**config.mk**
```make
export PLATFORM = sky130hd
export DESIGN_NAME = axis_psum_reducer_flat
export DESIGN_NICKNAME = d
export VERILOG_FILES = /design/src/rtl/mvm_noc_pkg.sv /design/src/rtl/axis_psum_reducer_if.sv /design/src/rtl/axis_sync_fifo.sv /design/src/rtl/axis_psum_reducer.sv /design/src/flat_wrapper.sv
export SDC_FILE = /design/constraint.sdc
export NUM_CORES = 1
export LEC_CHECK = 0
export CAP_MARGIN = 5
export CORE_ASPECT_RATIO = 1.4
export CORE_MARGIN = 2
export CORE_UTILIZATION = 55
export CTS_BUF_LIST = sky130_fd_sc_hd__clkbuf_2 sky130_fd_sc_hd__clkbuf_4 sky130_fd_sc_hd__clkbuf_8
export DETAILED_ROUTE_END_ITERATION = 10
export DONT_BUFFER_PORTS = 1
export MAX_ROUTING_LAYER = met4
export PLACE_DENSITY = 0.69
export SLEW_MARGIN = 40
export SYNTH_ARGS = -nofsm -noshare
export SYNTH_HDL_FRONTEND = slang
export SYNTH_SLANG_ARGS = --single-unit
```
**constraint.sdc**
```tcl
create_clock -name clk -period 4.3 [get_ports clk]
set_clock_uncertainty 0.2 [all_clocks]
set_input_delay 0.86 -clock clk [delete_from_list [all_inputs] [get_ports clk]]
set_output_delay 0.86 -clock clk [all_outputs]
set_load 0.02 [all_outputs]
```
**src/rtl/mvm_noc_pkg.sv**
```systemverilog
// Shared types and elaboration-time helpers for the MVM NoC stream blocks.
package mvm_noc_pkg;

  typedef enum logic {IDLE = 1'b0, BUSY = 1'b1} state_e;

  function automatic int clog2(input int v);
    int r;
    r = 0;
    while ((1 << r) < v) r++;
    return r;
  endfunction

  function automatic int lanes(input int dataw, input int oprec);
    return dataw / oprec;
  endfunction

  function automatic int sat_max(input int oprec);
    return (1 << (oprec - 1)) - 1;
  endfunction

  function automatic int sat_min(input int oprec);
    return -(1 << (oprec - 1));
  endfunction

endpackage

```
**src/rtl/axis_psum_reducer_if.sv**
```systemverilog
// Per-channel AXI-Stream inputs and the single reduced output stream.
interface axis_psum_reducer_if #(
  parameter int CHANNELS = 2,
  parameter int DATAW    = 32,
  parameter int DESTW    = 6,
  parameter int USERW    = 32
);
  logic [CHANNELS-1:0]       s_tvalid;
  logic [CHANNELS-1:0]       s_tready;
  logic [CHANNELS*DATAW-1:0] s_tdata;
  logic [CHANNELS-1:0]       s_tlast;
  logic [CHANNELS*DESTW-1:0] s_tdest;
  logic [CHANNELS*USERW-1:0] s_tuser;
  logic                      m_tvalid;
  logic                      m_tready;
  logic [DATAW-1:0]          m_tdata;
  logic                      m_tlast;
  logic [DESTW-1:0]          m_tdest;
  logic [USERW-1:0]          m_tuser;

  // The reducer sinks the s_* streams and sources the m_* stream.
  modport slave (
    input  s_tvalid, s_tdata, s_tlast, s_tdest, s_tuser, m_tready,
    output s_tready, m_tvalid, m_tdata, m_tlast, m_tdest, m_tuser
  );

  modport master (
    output s_tvalid, s_tdata, s_tlast, s_tdest, s_tuser, m_tready,
    input  s_tready, m_tvalid, m_tdata, m_tlast, m_tdest, m_tuser
  );
endinterface

```
**src/rtl/axis_sync_fifo.sv**
```systemverilog
// Single-clock FIFO with registered count; a pop on a full FIFO frees the slot for a same-cycle push.
module axis_sync_fifo
  import mvm_noc_pkg::*;
#(
  parameter int WIDTH = 8,
  parameter int DEPTH = 4
) (
  input  logic             clk,
  input  logic             rst,
  input  logic             push_i,
  input  logic [WIDTH-1:0] din_i,
  input  logic             pop_i,
  output logic [WIDTH-1:0] dout_o,
  output logic             full_o,
  output logic             empty_o
);
  localparam int AW = clog2(DEPTH);

  logic [WIDTH-1:0] mem_q [DEPTH];
  logic [AW-1:0]    wptr_q, rptr_q;
  logic [AW:0]      cnt_q;
  logic             wr, rd;

  assign full_o  = (cnt_q == (AW+1)'(DEPTH));
  assign empty_o = (cnt_q == '0);
  assign wr      = push_i & (~full_o | pop_i);
  // Reads come only from stored entries, so push+pop on empty never bypasses.
  assign rd      = pop_i & ~empty_o;
  assign dout_o  = mem_q[rptr_q];

  always_ff @(posedge clk) begin
    if (wr) mem_q[wptr_q] <= din_i;
  end

  always_ff @(posedge clk) begin
    if (rst) begin
      wptr_q <= '0;
      rptr_q <= '0;
      cnt_q  <= '0;
    end else begin
      if (wr) wptr_q <= wptr_q + 1'b1;
      if (rd) rptr_q <= rptr_q + 1'b1;
      case ({wr, rd})
        2'b10:   cnt_q <= cnt_q + 1'b1;
        2'b01:   cnt_q <= cnt_q - 1'b1;
        default: cnt_q <= cnt_q;
      endcase
    end
  end
endmodule

```
**src/rtl/axis_psum_reducer.sv**
```systemverilog
// N-channel AXI-Stream partial-sum reducer: aligns one beat from every active channel
// and emits their lane-wise signed sum through a single output register.
module axis_psum_reducer
  import mvm_noc_pkg::*;
#(
  parameter int CHANNELS   = 2,
  parameter int DATAW      = 32,
  parameter int OPRECISION = 8,
  parameter int DESTW      = 6,
  parameter int USERW      = 32,
  parameter int FIFOD      = 4,
  parameter bit SATURATE   = 1'b1
) (
  input  logic                clk,
  input  logic                rst,
  input  logic [CHANNELS-1:0] cfg_chan_mask,
  axis_psum_reducer_if.slave  bus,
  output logic                err_tlast_mismatch,
  output logic [15:0]         pkt_count
);
  localparam int LANES = lanes(DATAW, OPRECISION);
  localparam int SW    = OPRECISION + clog2(CHANNELS);
  localparam int FW    = DATAW + USERW + DESTW + 1;
  localparam logic signed [SW-1:0] SMAX = SW'(sat_max(OPRECISION));
  localparam logic signed [SW-1:0] SMIN = SW'(sat_min(OPRECISION));

  state_e                       state_q, state_d;
  logic [CHANNELS-1:0]          active_q, active_d;
  logic [CHANNELS-1:0]          full, empty, push, pop, s_rdy;
  logic [CHANNELS-1:0][FW-1:0]  head;
  logic                         fire;

  logic                         m_tvalid_q, m_tlast_q, err_q;
  logic [DATAW-1:0]             m_tdata_q, data_d;
  logic [DESTW-1:0]             m_tdest_q, dest_sel;
  logic [USERW-1:0]             m_tuser_q, user_sum;
  logic [15:0]                  pkt_q;
  logic                         last_sel, mismatch;
  logic signed [SW-1:0]         acc;
  logic [OPRECISION-1:0]        ln, res;

  // Inactive channels are always ready and their beats fall on the floor.
  assign s_rdy = ~{CHANNELS{rst}} & (~active_q | ~full);
  assign push  = bus.s_tvalid & s_rdy & active_q;
  assign fire  = (|active_q) & ~(|(empty & active_q)) & (~m_tvalid_q | bus.m_tready);
  assign pop   = {CHANNELS{fire}} & active_q;

  for (genvar c = 0; c < CHANNELS; c++) begin : g_ch
    axis_sync_fifo #(.WIDTH(FW), .DEPTH(FIFOD)) u_fifo (
      .clk     (clk),
      .rst     (rst),
      .push_i  (push[c]),
      .din_i   ({bus.s_tlast[c], bus.s_tdest[c*DESTW +: DESTW],
                 bus.s_tuser[c*USERW +: USERW], bus.s_tdata[c*DATAW +: DATAW]}),
      .pop_i   (pop[c]),
      .dout_o  (head[c]),
      .full_o  (full[c]),
      .empty_o (empty[c])
    );
  end

  always_comb begin
    dest_sel = '0;
    last_sel = 1'b0;
    user_sum = '0;
    mismatch = 1'b0;
    data_d   = '0;
    acc      = '0;
    ln       = '0;
    res      = '0;
    // Descending scan so the lowest active channel wins dest/last.
    for (int c = CHANNELS - 1; c >= 0; c--) begin
      if (active_q[c]) begin
        dest_sel = head[c][DATAW+USERW +: DESTW];
        last_sel = head[c][FW-1];
      end
    end
    for (int c = 0; c < CHANNELS; c++) begin
      if (active_q[c]) begin
        user_sum = user_sum + head[c][DATAW +: USERW];
        if (head[c][FW-1] != last_sel) mismatch = 1'b1;
      end
    end
    for (int l = 0; l < LANES; l++) begin
      acc = '0;
      for (int c = 0; c < CHANNELS; c++) begin
        if (active_q[c]) begin
          ln  = head[c][l*OPRECISION +: OPRECISION];
          acc = acc + {{(SW-OPRECISION){ln[OPRECISION-1]}}, ln};
        end
      end
      if (SATURATE && (acc > SMAX))      res = SMAX[OPRECISION-1:0];
      else if (SATURATE && (acc < SMIN)) res = SMIN[OPRECISION-1:0];
      else                               res = acc[OPRECISION-1:0];
      data_d[l*OPRECISION +: OPRECISION] = res;
    end
  end

  always_comb begin
    state_d  = state_q;
    active_d = active_q;
    case (state_q)
      IDLE: begin
        active_d = cfg_chan_mask;
        if (fire && !last_sel) state_d = BUSY;
      end
      BUSY: if (fire && last_sel) state_d = IDLE;
      default: state_d = IDLE;
    endcase
  end

  always_ff @(posedge clk) begin
    if (rst) begin
      state_q    <= IDLE;
      active_q   <= '0;
      m_tvalid_q <= 1'b0;
      m_tdata_q  <= '0;
      m_tlast_q  <= 1'b0;
      m_tdest_q  <= '0;
      m_tuser_q  <= '0;
      err_q      <= 1'b0;
      pkt_q      <= '0;
    end else begin
      state_q  <= state_d;
      active_q <= active_d;
      if (fire) begin
        m_tvalid_q <= 1'b1;
        m_tdata_q  <= data_d;
        m_tlast_q  <= last_sel;
        m_tdest_q  <= dest_sel;
        m_tuser_q  <= user_sum;
      end else if (bus.m_tready) begin
        m_tvalid_q <= 1'b0;
      end
      if (fire && mismatch) err_q <= 1'b1;
      if (m_tvalid_q && bus.m_tready && m_tlast_q) pkt_q <= pkt_q + 16'd1;
    end
  end

  assign bus.s_tready       = s_rdy;
  assign bus.m_tvalid       = m_tvalid_q;
  assign bus.m_tdata        = m_tdata_q;
  assign bus.m_tlast        = m_tlast_q;
  assign bus.m_tdest        = m_tdest_q;
  assign bus.m_tuser        = m_tuser_q;
  assign err_tlast_mismatch = err_q;
  assign pkt_count          = pkt_q;
endmodule

```
**src/flat_wrapper.sv**
```systemverilog
// flat-port wrapper written by rule: the top's interface ports become plain ports
module axis_psum_reducer_flat import mvm_noc_pkg::*;
#(
  parameter int CHANNELS   = 2,
  parameter int DATAW      = 32,
  parameter int OPRECISION = 8,
  parameter int DESTW      = 6,
  parameter int USERW      = 32,
  parameter int FIFOD      = 4,
  parameter bit SATURATE   = 1'b1
)
  (clk, rst, cfg_chan_mask, err_tlast_mismatch, pkt_count, bus_s_tvalid, bus_s_tdata, bus_s_tlast, bus_s_tdest, bus_s_tuser, bus_m_tready, bus_s_tready, bus_m_tvalid, bus_m_tdata, bus_m_tlast, bus_m_tdest, bus_m_tuser);
  axis_psum_reducer_if #(.CHANNELS(CHANNELS), .DATAW(DATAW), .DESTW(DESTW), .USERW(USERW)) bus_i ();
  input  logic clk;
  input  logic rst;
  input  logic [CHANNELS-1:0] cfg_chan_mask;
  output logic err_tlast_mismatch;
  output logic [15:0] pkt_count;
  input wire logic [$bits(bus_i.s_tvalid)-1:0] bus_s_tvalid;
  input wire logic [$bits(bus_i.s_tdata)-1:0] bus_s_tdata;
  input wire logic [$bits(bus_i.s_tlast)-1:0] bus_s_tlast;
  input wire logic [$bits(bus_i.s_tdest)-1:0] bus_s_tdest;
  input wire logic [$bits(bus_i.s_tuser)-1:0] bus_s_tuser;
  input wire logic [$bits(bus_i.m_tready)-1:0] bus_m_tready;
  output wire logic [$bits(bus_i.s_tready)-1:0] bus_s_tready;
  output wire logic [$bits(bus_i.m_tvalid)-1:0] bus_m_tvalid;
  output wire logic [$bits(bus_i.m_tdata)-1:0] bus_m_tdata;
  output wire logic [$bits(bus_i.m_tlast)-1:0] bus_m_tlast;
  output wire logic [$bits(bus_i.m_tdest)-1:0] bus_m_tdest;
  output wire logic [$bits(bus_i.m_tuser)-1:0] bus_m_tuser;
  assign bus_i.s_tvalid = bus_s_tvalid;
  assign bus_i.s_tdata = bus_s_tdata;
  assign bus_i.s_tlast = bus_s_tlast;
  assign bus_i.s_tdest = bus_s_tdest;
  assign bus_i.s_tuser = bus_s_tuser;
  assign bus_i.m_tready = bus_m_tready;
  assign bus_s_tready = bus_i.s_tready;
  assign bus_m_tvalid = bus_i.m_tvalid;
  assign bus_m_tdata = bus_i.m_tdata;
  assign bus_m_tlast = bus_i.m_tlast;
  assign bus_m_tdest = bus_i.m_tdest;
  assign bus_m_tuser = bus_i.m_tuser;
  axis_psum_reducer #(.CHANNELS(CHANNELS), .DATAW(DATAW), .OPRECISION(OPRECISION), .DESTW(DESTW), .USERW(USERW), .FIFOD(FIFOD), .SATURATE(SATURATE)) u_core (.clk(clk), .rst(rst), .cfg_chan_mask(cfg_chan_mask), .bus(bus_i), .err_tlast_mismatch(err_tlast_mismatch), .pkt_count(pkt_count));
endmodule
```
==> impl_results.md <==
* Initial DRC count at 1163
* Worst setup EP type: flop
* EDFF count, synth at 568
* Leakage at 0.0115 µW
* Ys async rst share at 0%
* Htree depth at 3
* Final WL at 72000 µm
* Worst EP arrival at 4.54 ns
* GRT Resource Usage Total at 27.6%
* Core area at 52100 µm²
* First-pass GRT wire length at 108000 µm
* Worst vdd ir at 0.351 mV
* RSZ-0062 raised after global routing: false
* Vias per cell at 6.03
* Crit-path max FO at 18
* Sequential fraction of the synthesis area at 66.2%
* Port bufs at 0
* Drt drc at 0
* Antenna violations before repair at 5
* Layout cells sized above 1 at 20.6%
* Syn nets at 2063
* Congestion Overflow GR at 0
* Die Wd at 198 µm
* Pwr Density at 408 nW/µm²
* Drt wl/cell at 25.4 µm
* Dpl hpwl at 47600 µm
* Final hold vios at 0
* Largest stage delay, worst path at 0.59 ns
* Relative slew slack at 47.3%
* CTS Buf Count at 99
* Clock buffer depth at 3
* Clk sink count at 678
* Slew Viols, Final at 0
* Worst Hold Class: primary input to flop
* Final Power at 13800 µW
* Outcome: finished clean
* Row count at 99
* Via count at 17100
* Tcrit/Tclk final at 95.0%
* Setup violators final at 0
* I/O pin count at 240
* Fin Hold WS at 0.0439 ns
* Crit path max-delay family: compound AO/OA/AOI/OAI gates
* Synthesized flop and latch total at 678
* CTS tree: built
* Synth Cell Area at 29100 µm²
* CP required at 4.75 ns
* Largest net degree at the start of global routing at 72
* Logic pwr share at 6.5%
* Hold wc startpoint: rst
* Initial core utilization at 55.8%
* Post-Synthesis Cells at 1833
* Synthesized area per cell at 15.9 µm²
* Setup TNS at 0 ns
* CTS Root Cell: clkbuf_8
* Buf/Inv on CP at 2
* # nets final at 2267
* Clock transition at the registers of the reported paths at 0.06 ns
* Yosys warning count at 0
* Worst slew pin tran at 0.780 ns
* CP startpoint kind: flop
* Yosys cell types at 80
* Clock network fraction of total power at 40.3%
* Max Freq at 245 MHz
* Sequential share of power at 53.2%
* Routability cong. at 0.904
* Worst-skew pair later-pin latency at 0.72 ns
* Layout area overhead at 16.1%
* Crit Path Class: flop to flop
* Vias in the first global route at 17600
* Max stage delay cell, worst path: mux4_2
* Post-synth top flop: edfxtp_1
* Post-route ant nets at 0
* Switching Power at 3100 µW
* Period minus WS final at 4.08 ns
* Internal power at 10700 µW
* First-pass DRT Iterations at 6
* Die H at 276 µm
* Max Cap Viol at 0
* Crit-path cells: buf_12 > buf_4 > mux4_2 > ha_1 > a21o_1 > a21oi_1 > o21bai_1 > a2111oi_0 > nor2_1 > mux2_2 > a21oi_2 > a221o_1
* Die Area at 54800 µm²
* Switch share at 22.5%
## cells by family after synthesis
group | synth area share (%)
multiplexers | 12.2
AO/OA/AOI/OAI | 7.41
adder cells (fa/ha/maj) | 3.67
XOR/XNOR | 1.63
AND/OR/NAND/NOR | 6.95
flip-flops | 66.2
buffers and inverters | 1.97
## routing by layer
metal  track usage [%]  up-vias  part of all wire [%]
li1                  -     7653                     -
met1              32.8     8802                    38
met2              47.3      537                    53
met3              5.38       97                   6.6
met4              9.00        0                   2.4
met5                 -        -                     0
## stage by stage
step / area (µm²) / setup WS (ns) / std cells / utilization, %
finish: 33800 / 0.217 / 2833 / 64.8
floorplan: 29100 / 0.141 / 1833 / -
detailed placement: 30300 / 0.0665 / 2515 / 58.0
CTS: 33700 / 0.0671 / 2825 / 64.6
global placement: 30300 / 0.185 / 2515 / 58.0
global route: 33800 / 0.0147 / 2833 / 64.8
## final cells by class
| class | count | area (µm²) |
|---|---|---|
| fill | 3742 | 18400 |
| tap | 707 | 885 |
| sequential | 678 | 19300 |
| inverter | 38 | 143 |
| clock inverter | 37 | 367 |
| multi-input combinational | 1027 | 9300 |
| timing repair buffer | 193 | 1970 |
| clock buffer | 148 | 1820 |
| antenna | 5 | 12.5 |
## cell usage after synthesis, types with 6 or more instances
master     count  area, µm²
o21bai_1      12       90.1
and3_1        20        125
a2111oi_0      9       78.8
a31oi_1       15       93.8
nand3b_1       6       45.0
a221o_1        9       90.1
inv_1         37        139
nor3_1        34        170
xnor2_1       25        219
o211ai_1       8       60.1
ha_1          74        926
or2_2          6       37.5
xor2_1        29        254
a21o_1        32        240
a211oi_1      26        195
mux4_2       136       3060
nand3_1       24        120
clkbuf_1      45        169
and4_1         6       52.6
buf_2         28        140
and2_1        65        407
dfxtp_1      110       2200
edfxtp_1     568      17100
buf_4         10       75.1
o21ai_0       42        210
mux2_2        12        135
nand2_1       88        330
nor2b_1        7       43.8
o21a_1         8       60.1
fa_1           7        140
mux2i_1       26        260
a21oi_1       74        370
nand4_1        8       50.1
a211o_1        6       52.6
nand2b_1      10       62.6
or3_1          7       43.8
nor2_1       114        428
a211oi_2       8        100
## layout by cell type, fill, tap and decap left out, types with 57 or more instances in the layout
master,synthesis,layout
edfxtp_1,568,568
mux4_2,136,136
dlygate4sd3_1,0,124
nor2_1,114,113
clkbuf_8,0,113
dfxtp_1,110,104
nand2_1,88,88
a21oi_1,74,74
ha_1,74,74
and2_1,65,57
## sequential cells by signal, summed over array words and instances (netlist names), named ones only
name,cells
u_core.bus.m_tdest,6
u_core.bus.m_tlast,1
u_core.pkt_count,16
u_core.g_ch.u_fifo.rptr_q,4
u_core.g_ch.u_fifo.mem_q,568
u_core.active_q,2
u_core.g_ch.u_fifo.wptr_q,4
u_core.g_ch.u_fifo.cnt_q,6
u_core.bus.m_tuser,32
u_core.err_tlast_mismatch,1
u_core.bus.m_tdata,32
u_core.bus.m_tvalid,1
## power by group through the flow
| stage | Sequential, µW | Clock, µW | Combinational [µW] |
|---|---|---|---|
| floorplan | 7430 | 0 | 557 |
| global route | 7330 | 5920 | 977 |
| CTS | 7330 | 5640 | 893 |
| global placement | 7470 | 0 | 731 |
| finish | 7330 | 5550 | 896 |
| detailed placement | 7470 | 0 | 739 |
## worst paths after layout
| path | end | depth (start not counted) | slack [ns] |
|---|---|---|---|
| max | u_core.bus.m_tdata[22] | 12 | 0.22 |
| min | u_core.bus.m_tdata[7] | 1 | 0.04 |
| max reg2reg | u_core.bus.m_tdata[22] | 12 | 0.22 |
| min reg2reg | u_core.g_ch[1].u_fifo.cnt_q[2] | 2 | 0.30 |
## timing repair
action | CTS | global route
endpoints found under the hold margin | 473 | 0
hold buffers | 125 | 0
resized for setup | 0 | 2
setup endpoints to repair | 0 | 32
setup buffers | 0 | 3
(Power assumes the default switching activity.)
